### config.mk
export PLATFORM = sky130hd
export DESIGN_NAME = seq_tx
export DESIGN_NICKNAME = d
export VERILOG_FILES = /design/src/rtl/seq_tx.sv
export SDC_FILE = /design/constraint.sdc
export NUM_CORES = 1
export LEC_CHECK = 0
export BUFFER_PORTS_ARGS = -buffer_cell sky130_fd_sc_hd__clkbuf_2
export CAP_MARGIN = 15
export CORE_UTILIZATION = 50
export CTS_CLUSTER_DIAMETER = 50
export CTS_CLUSTER_SIZE = 30
export DETAILED_ROUTE_END_ITERATION = 16
export HOLD_SLACK_MARGIN = 0.05
export PLACE_DENSITY = 0.73
export SLEW_MARGIN = 10
export SYNTH_ARGS = -nofsm -noshare
export SYNTH_HDL_FRONTEND = slang
export SYNTH_SLANG_ARGS = --single-unit
### constraint.sdc
create_clock -name sys_clk -period 1.96 [get_ports sys_clk]
set_input_delay 0.196 -clock sys_clk [delete_from_list [all_inputs] [get_ports sys_clk]]
set_output_delay 0.196 -clock sys_clk [all_outputs]
set_load 0.005 [all_outputs]
### src/rtl/seq_tx.sv
// Serial pattern transmitter: takes a parallel pattern over valid/ready and
// shifts it out LSB-first, with back-to-back frames, repeat mode and abort.
module seq_tx #(
    parameter int WIDTH = 8,
    parameter int LW    = $clog2(WIDTH) + 1
) (
    input  logic             sys_clk,
    input  logic             sys_rst,
    input  logic             in_valid,
    output logic             in_ready,
    input  logic [WIDTH-1:0] data,
    input  logic [LW-1:0]    len,
    input  logic             loop,
    input  logic             abort,
    output logic             out,
    output logic             out_valid,
    output logic             done
);

    localparam int IW = $clog2(WIDTH);

    typedef enum logic [0:0] {
        ST_IDLE  = 1'b0,
        ST_SHIFT = 1'b1
    } state_t;

    state_t           state_r, state_nx_s;
    logic [WIDTH-1:0] pattern_r, pattern_nx_s;
    logic [LW-1:0]    len_r, len_nx_s;
    logic             loop_r, loop_nx_s;
    logic [LW-1:0]    bit_cnt_r, bit_cnt_nx_s;
    logic             out_r, out_nx_s;
    logic             out_valid_r, out_valid_nx_s;
    logic             done_r, done_nx_s;
    logic [LW-1:0]    eff_len_s;
    logic             last_s;
    logic             in_ready_s;
    logic             take_s;

    // Clamp the requested length; 0 or anything above WIDTH means a full pattern.
    always_comb begin
        if ((len == LW'(0)) || (len > LW'(WIDTH))) begin
            eff_len_s = LW'(WIDTH);
        end else begin
            eff_len_s = len;
        end
    end

    // bit_cnt_r counts bits already placed on out, so the last bit is showing when it equals L.
    always_comb begin
        last_s     = (state_r == ST_SHIFT) && (bit_cnt_r == len_r);
        in_ready_s = 1'b0;
        case (state_r)
            ST_IDLE:  in_ready_s = 1'b1;
            ST_SHIFT: in_ready_s = last_s && !loop_r;
            default:  in_ready_s = 1'b0;
        endcase
        take_s = in_valid && in_ready_s;
    end

    // Next-state and next-output logic; abort outranks every other SHIFT transition.
    always_comb begin
        state_nx_s     = state_r;
        pattern_nx_s   = pattern_r;
        len_nx_s       = len_r;
        loop_nx_s      = loop_r;
        bit_cnt_nx_s   = bit_cnt_r;
        out_nx_s       = 1'b0;
        out_valid_nx_s = 1'b0;
        done_nx_s      = 1'b0;
        case (state_r)
            ST_IDLE: begin
                if (take_s) begin
                    state_nx_s     = ST_SHIFT;
                    pattern_nx_s   = data;
                    len_nx_s       = eff_len_s;
                    loop_nx_s      = loop;
                    bit_cnt_nx_s   = LW'(1);
                    out_nx_s       = data[0];
                    out_valid_nx_s = 1'b1;
                    done_nx_s      = (eff_len_s == LW'(1)) && !loop;
                end else begin
                    state_nx_s = ST_IDLE;
                end
            end
            ST_SHIFT: begin
                if (abort) begin
                    state_nx_s   = ST_IDLE;
                    bit_cnt_nx_s = LW'(0);
                end else if (last_s && loop_r) begin
                    bit_cnt_nx_s   = LW'(1);
                    out_nx_s       = pattern_r[0];
                    out_valid_nx_s = 1'b1;
                    done_nx_s      = 1'b0;
                end else if (last_s && take_s) begin
                    pattern_nx_s   = data;
                    len_nx_s       = eff_len_s;
                    loop_nx_s      = loop;
                    bit_cnt_nx_s   = LW'(1);
                    out_nx_s       = data[0];
                    out_valid_nx_s = 1'b1;
                    done_nx_s      = (eff_len_s == LW'(1)) && !loop;
                end else if (last_s) begin
                    state_nx_s   = ST_IDLE;
                    bit_cnt_nx_s = LW'(0);
                end else begin
                    bit_cnt_nx_s   = bit_cnt_r + LW'(1);
                    out_nx_s       = pattern_r[bit_cnt_r[IW-1:0]];
                    out_valid_nx_s = 1'b1;
                    done_nx_s      = (bit_cnt_r == (len_r - LW'(1))) && !loop_r;
                end
            end
            default: begin
                state_nx_s   = ST_IDLE;
                bit_cnt_nx_s = LW'(0);
            end
        endcase
    end

    // State, datapath and output registers.
    always_ff @(posedge sys_clk or posedge sys_rst) begin
        if (sys_rst) begin
            state_r     <= ST_IDLE;
            pattern_r   <= '0;
            len_r       <= '0;
            loop_r      <= 1'b0;
            bit_cnt_r   <= '0;
            out_r       <= 1'b0;
            out_valid_r <= 1'b0;
            done_r      <= 1'b0;
        end else begin
            state_r     <= state_nx_s;
            pattern_r   <= pattern_nx_s;
            len_r       <= len_nx_s;
            loop_r      <= loop_nx_s;
            bit_cnt_r   <= bit_cnt_nx_s;
            out_r       <= out_nx_s;
            out_valid_r <= out_valid_nx_s;
            done_r      <= done_nx_s;
        end
    end

    assign in_ready  = in_ready_s;
    assign out       = out_r;
    assign out_valid = out_valid_r;
    assign done      = done_r;

endmodule

==> summary by stage <==
Outcome
The run finished, with violations left. The final reports fail on negative setup slack.

Detailed routing
The post-detailed-route count of antenna-violating nets is 0. For this block, the routed nets add up to ~2.4 mm of wire. After detailed routing, the average wire length per cell comes to about 15 µm. The DRC violations left is 0. Using the TritonRoute via totals, the vias-per-cell ratio works out to 5.49.

The total number of vias is slightly below 900. The number of iterations in the first detailed-routing pass is 4. The initial DRC count is 15.

Worst setup path
STA classifies the critical path endpoint as an output pin. Along the worst path, the maximum fanout reaches 4. The critical path goes through xor2_4 > or4_4 > o21ai_4 > buf_2. The largest single stage delay on the critical path is 540 ps. The count of buffer and inverter cells on the critical path is 1.

The top cell family by delay on the critical path is simple AND/OR/NAND/NOR gates. The critical path launch point type is a register. The critical setup path kind is reg2out. For the worst setup path, the data required time is around 1800 ps. The data arrival time at the worst-slack endpoint is roughly 1800 ps. The slowest stage cell on the critical path is or4_4.

Yosys
The count of mapped cells out of synthesis is 97. The number of nets handed over by synthesis was between 100 and 150. Summing every instance area after synthesis gives about 0.0012 mm². The share of the Yosys chip area taken by registers is 0.419.

The synthesis warning total is 0. The synthesized flop and latch total is 20. The distinct cell type count of the synthesized netlist is 35. The post-synthesis area per instance is between 10 and 15 µm².

Global routing
The global-route usage over all layers is 0.233. Entering global routing, the biggest net connects 21 pins. The number of global-route vias before repair was 918. Global routing finished with a remaining overflow of 0. The wire length of the first global-routing pass is about 4.3 mm. The number of antenna violations at the first check in global routing is 0.

STA
Headroom to the max-slew limit came out at 0.488. Setup repair after global routing could not meet its margin everywhere. The final period demand of the worst path is roughly 2000 ps.

Dividing the final minimum period by the clock period gives 1.01. Setup violations remaining at the end of the flow were counted as 1. The clock arrives with about 5.0 ps of skew.

After layout, the worst setup slack is -28.6 ps. The number of pins with negative max-slew slack in the final report came to 0. The number of failing hold endpoints at the final stage is 0. The maximum frequency from static timing analysis is 503 MHz. For the pin with the worst max-slew slack, the measured transition is between 700 and 800 ps.

Floorplanning
For this configuration, the core starts out at a cell density of 0.534. The boundary pin count is 21. The die is a little over 50 µm wide. The core area is roughly 0.0022 mm². The die outline area is 0.00259 mm². The number of cell rows is 17. The y dimension of the die is slightly above 50 µm.

Pwr
The maximum ir drop on the vdd rail is 0.000945 V. The net switching fraction of the power is 0.367. Of the total power, combinational logic draws 0.536. The completed layout was analyzed and its total power is 2.40 mW.

The proportion of power drawn by flip-flops and latches is 0.319. The total net switching power is about 0.88 mW. Dividing total power by cell area gives a power density of 1580 mW/mm². The internal power component is about 1.5 mW. Of the total power, the clock network draws 0.144. For this design the static power due to leakage is 0.740 nW.

Placement
The count of buffers added on input and output ports is 20. Once placement completed, the tool counted placed cells totaling around 150. The placer's final routability congestion estimate is about 0.92. The HPWL after detailed placement is 1.73 mm.

Layout
After the flow finishes, the layout carries non-filler instances totaling roughly 160. The proportion of layout cells with a drive suffix above 1 is 0.463. The number of inserted diodes is 0. The library cells used most frequently in the layout, excluding fill and tap cells, are 19 x clkbuf_2, 18 x dfrtp_1, 14 x buf_4.

The most common library cell in the layout ignoring fill and taps is clkbuf_2. Relative to the synthesized area, the layout overhead comes to 27.1%. The final layout net count is ~150. At the end of the flow the core is filled with cells to 0.680.

The number of filler cells placed in the layout is around 170.

Clock tree
Clock tree synthesis selected as its root buffer the cell clkbuf_4. The clock reaches the later pin of the worst-skew pair after roughly 310 ps. The total number of H-tree levels is 1. TritonCTS built the clock tree. The clock passes through at most 2 buffers. The TritonCTS buffer count is 3. The clock sink total is 20. Clock-pin slew was measured on the worst setup and hold paths at between 100 and 150 ps.

Run
The number of violations of the max-capacitance limit is 0.

Worst hold path
In this run the worst hold path is classified as in2reg.
area by class of cell:
class / instances / area (µm²) / area share
tap: 28 / 35.0 / 0.0231
sequential: 20 / 503 / 0.331
timing repair buffer: 36 / 235 / 0.155
clock buffer: 3 / 22.5 / 0.0148
multi-input combinational: 68 / 669 / 0.441
clock inverter: 1 / 30.0 / 0.0198
inverter: 6 / 22.5 / 0.0148
cells in the mapped netlist:
master | number | share of area
a211o_1 | 1 | 0.0073
a21boi_0 | 1 | 0.0063
a21o_1 | 1 | 0.0063
a2bb2oi_2 | 1 | 0.013
a2bb2oi_4 | 1 | 0.022
a311oi_1 | 1 | 0.0073
buf_2 | 1 | 0.0042
buf_6 | 2 | 0.019
dfrtp_1 | 20 | 0.42
ha_1 | 2 | 0.021
inv_1 | 6 | 0.019
mux2_2 | 4 | 0.038
mux2_4 | 6 | 0.075
mux2i_1 | 6 | 0.050
mux4_2 | 1 | 0.019
nand2_1 | 5 | 0.016
nand2b_1 | 1 | 0.0052
nand3_1 | 1 | 0.0042
nand3b_1 | 2 | 0.013
nor2_1 | 3 | 0.0094
nor2b_1 | 4 | 0.021
nor3_1 | 6 | 0.025
nor3b_1 | 1 | 0.0063
nor4_4 | 1 | 0.018
nor4b_1 | 1 | 0.0073
o21ai_0 | 3 | 0.013
o21ai_2 | 1 | 0.0073
o22ai_1 | 1 | 0.0052
o31ai_1 | 2 | 0.013
o31ai_4 | 1 | 0.018
o41ai_2 | 1 | 0.014
or4_1 | 1 | 0.0063
or4_4 | 1 | 0.0094
xor2_1 | 5 | 0.037
xor2_2 | 2 | 0.027
worst paths after layout:
check,startpoint,endpoint,slack (ps),cells past startpoint
worst max-delay path,len_r[3]$_DFFE_PP0P_,in_ready,-30,4
worst min-delay path,data[1],pattern_r[1]$_DFFE_PP0P_,100,2
worst max register to register,len_r[3]$_DFFE_PP0P_,bit_cnt_r[0]$_DFFE_PP0P_,110,5
worst min register to register,pattern_r[4]$_DFFE_PP0P_,pattern_r[4]$_DFFE_PP0P_,520,1
max in group asynchronous,sys_rst,bit_cnt_r[3]$_DFFE_PP0P_,890,3
min in group asynchronous,sys_rst,bit_cnt_r[2]$_DFFE_PP0P_,540,3
worst register-to-register path, cell delays in order (launching register included):
cell and delay, ps:
dfrtp_2 470, xor2_4 210, or4_4 540, buf_4 170, nor4b_1 260, a311oi_1 80
stage by stage:
| stage | TNS [ps] | setup WS, ps | instance area (µm²) | hold WS, ps |
|---|---|---|---|---|
| 2_1_floorplan | 0 | 230 | 1190 | 160 |
| 3_3_place_gp | 0 | 215 | 1340 | 349 |
| 3_5_place_dp | 0 | 169 | 1340 | 359 |
| 4_1_cts | -33.5 | -33.5 | 1480 | 99.2 |
| 5_1_grt | -90.9 | -90.9 | 1520 | 95.4 |
| 6_report | -28.6 | -28.6 | 1520 | 99.7 |
sequential cells by signal, indices dropped and copies added, names as in the netlist:
signal / cells
loop_r: 1
out: 1
len_r: 4
done: 1
out_valid: 1
pattern_r: 8
bit_cnt_r: 4
metal layers:
layer	track usage	share of wire	routed length (µm)	up-vias
met5	0	0	0	-
met4	0.116	0.024	59	0
met3	0.0387	0.039	94	7
met2	0.391	0.50	1200	31
met1	0.290	0.44	1060	433
li1	-	-	-	418
logic make-up (layout without fill, tap and decap cells):
logic type,count (synthesis),count (layout),share of synthesized area
compound gates,15,15,0.131
xor+xnor,7,7,0.0639
fa+ha+maj,2,2,0.0210
buf+inv,9,46,0.0419
flops,20,20,0.419
mux,17,17,0.182
simple gates,27,27,0.140
power by group through the flow:
stage          combinational (mW)  sequential [mW]  clock, mW
3_5_place_dp                 1.07            0.766          0
3_3_place_gp                 1.03            0.751          0
2_1_floorplan               0.862            0.719          0
4_1_cts                      1.23            0.750      0.348
5_1_grt                      1.39            0.790      0.366
6_report                     1.29            0.767      0.347
timing repair:
action,4_1_cts,5_1_grt
setup buffers,8,3
pin swaps,5,3
endpoints found under the setup margin,1,1
resized for setup,2,4
hold buffers,1,0
endpoints found under the hold margin,20,0
No activity file was read; power rests on OpenSTA's default activity.
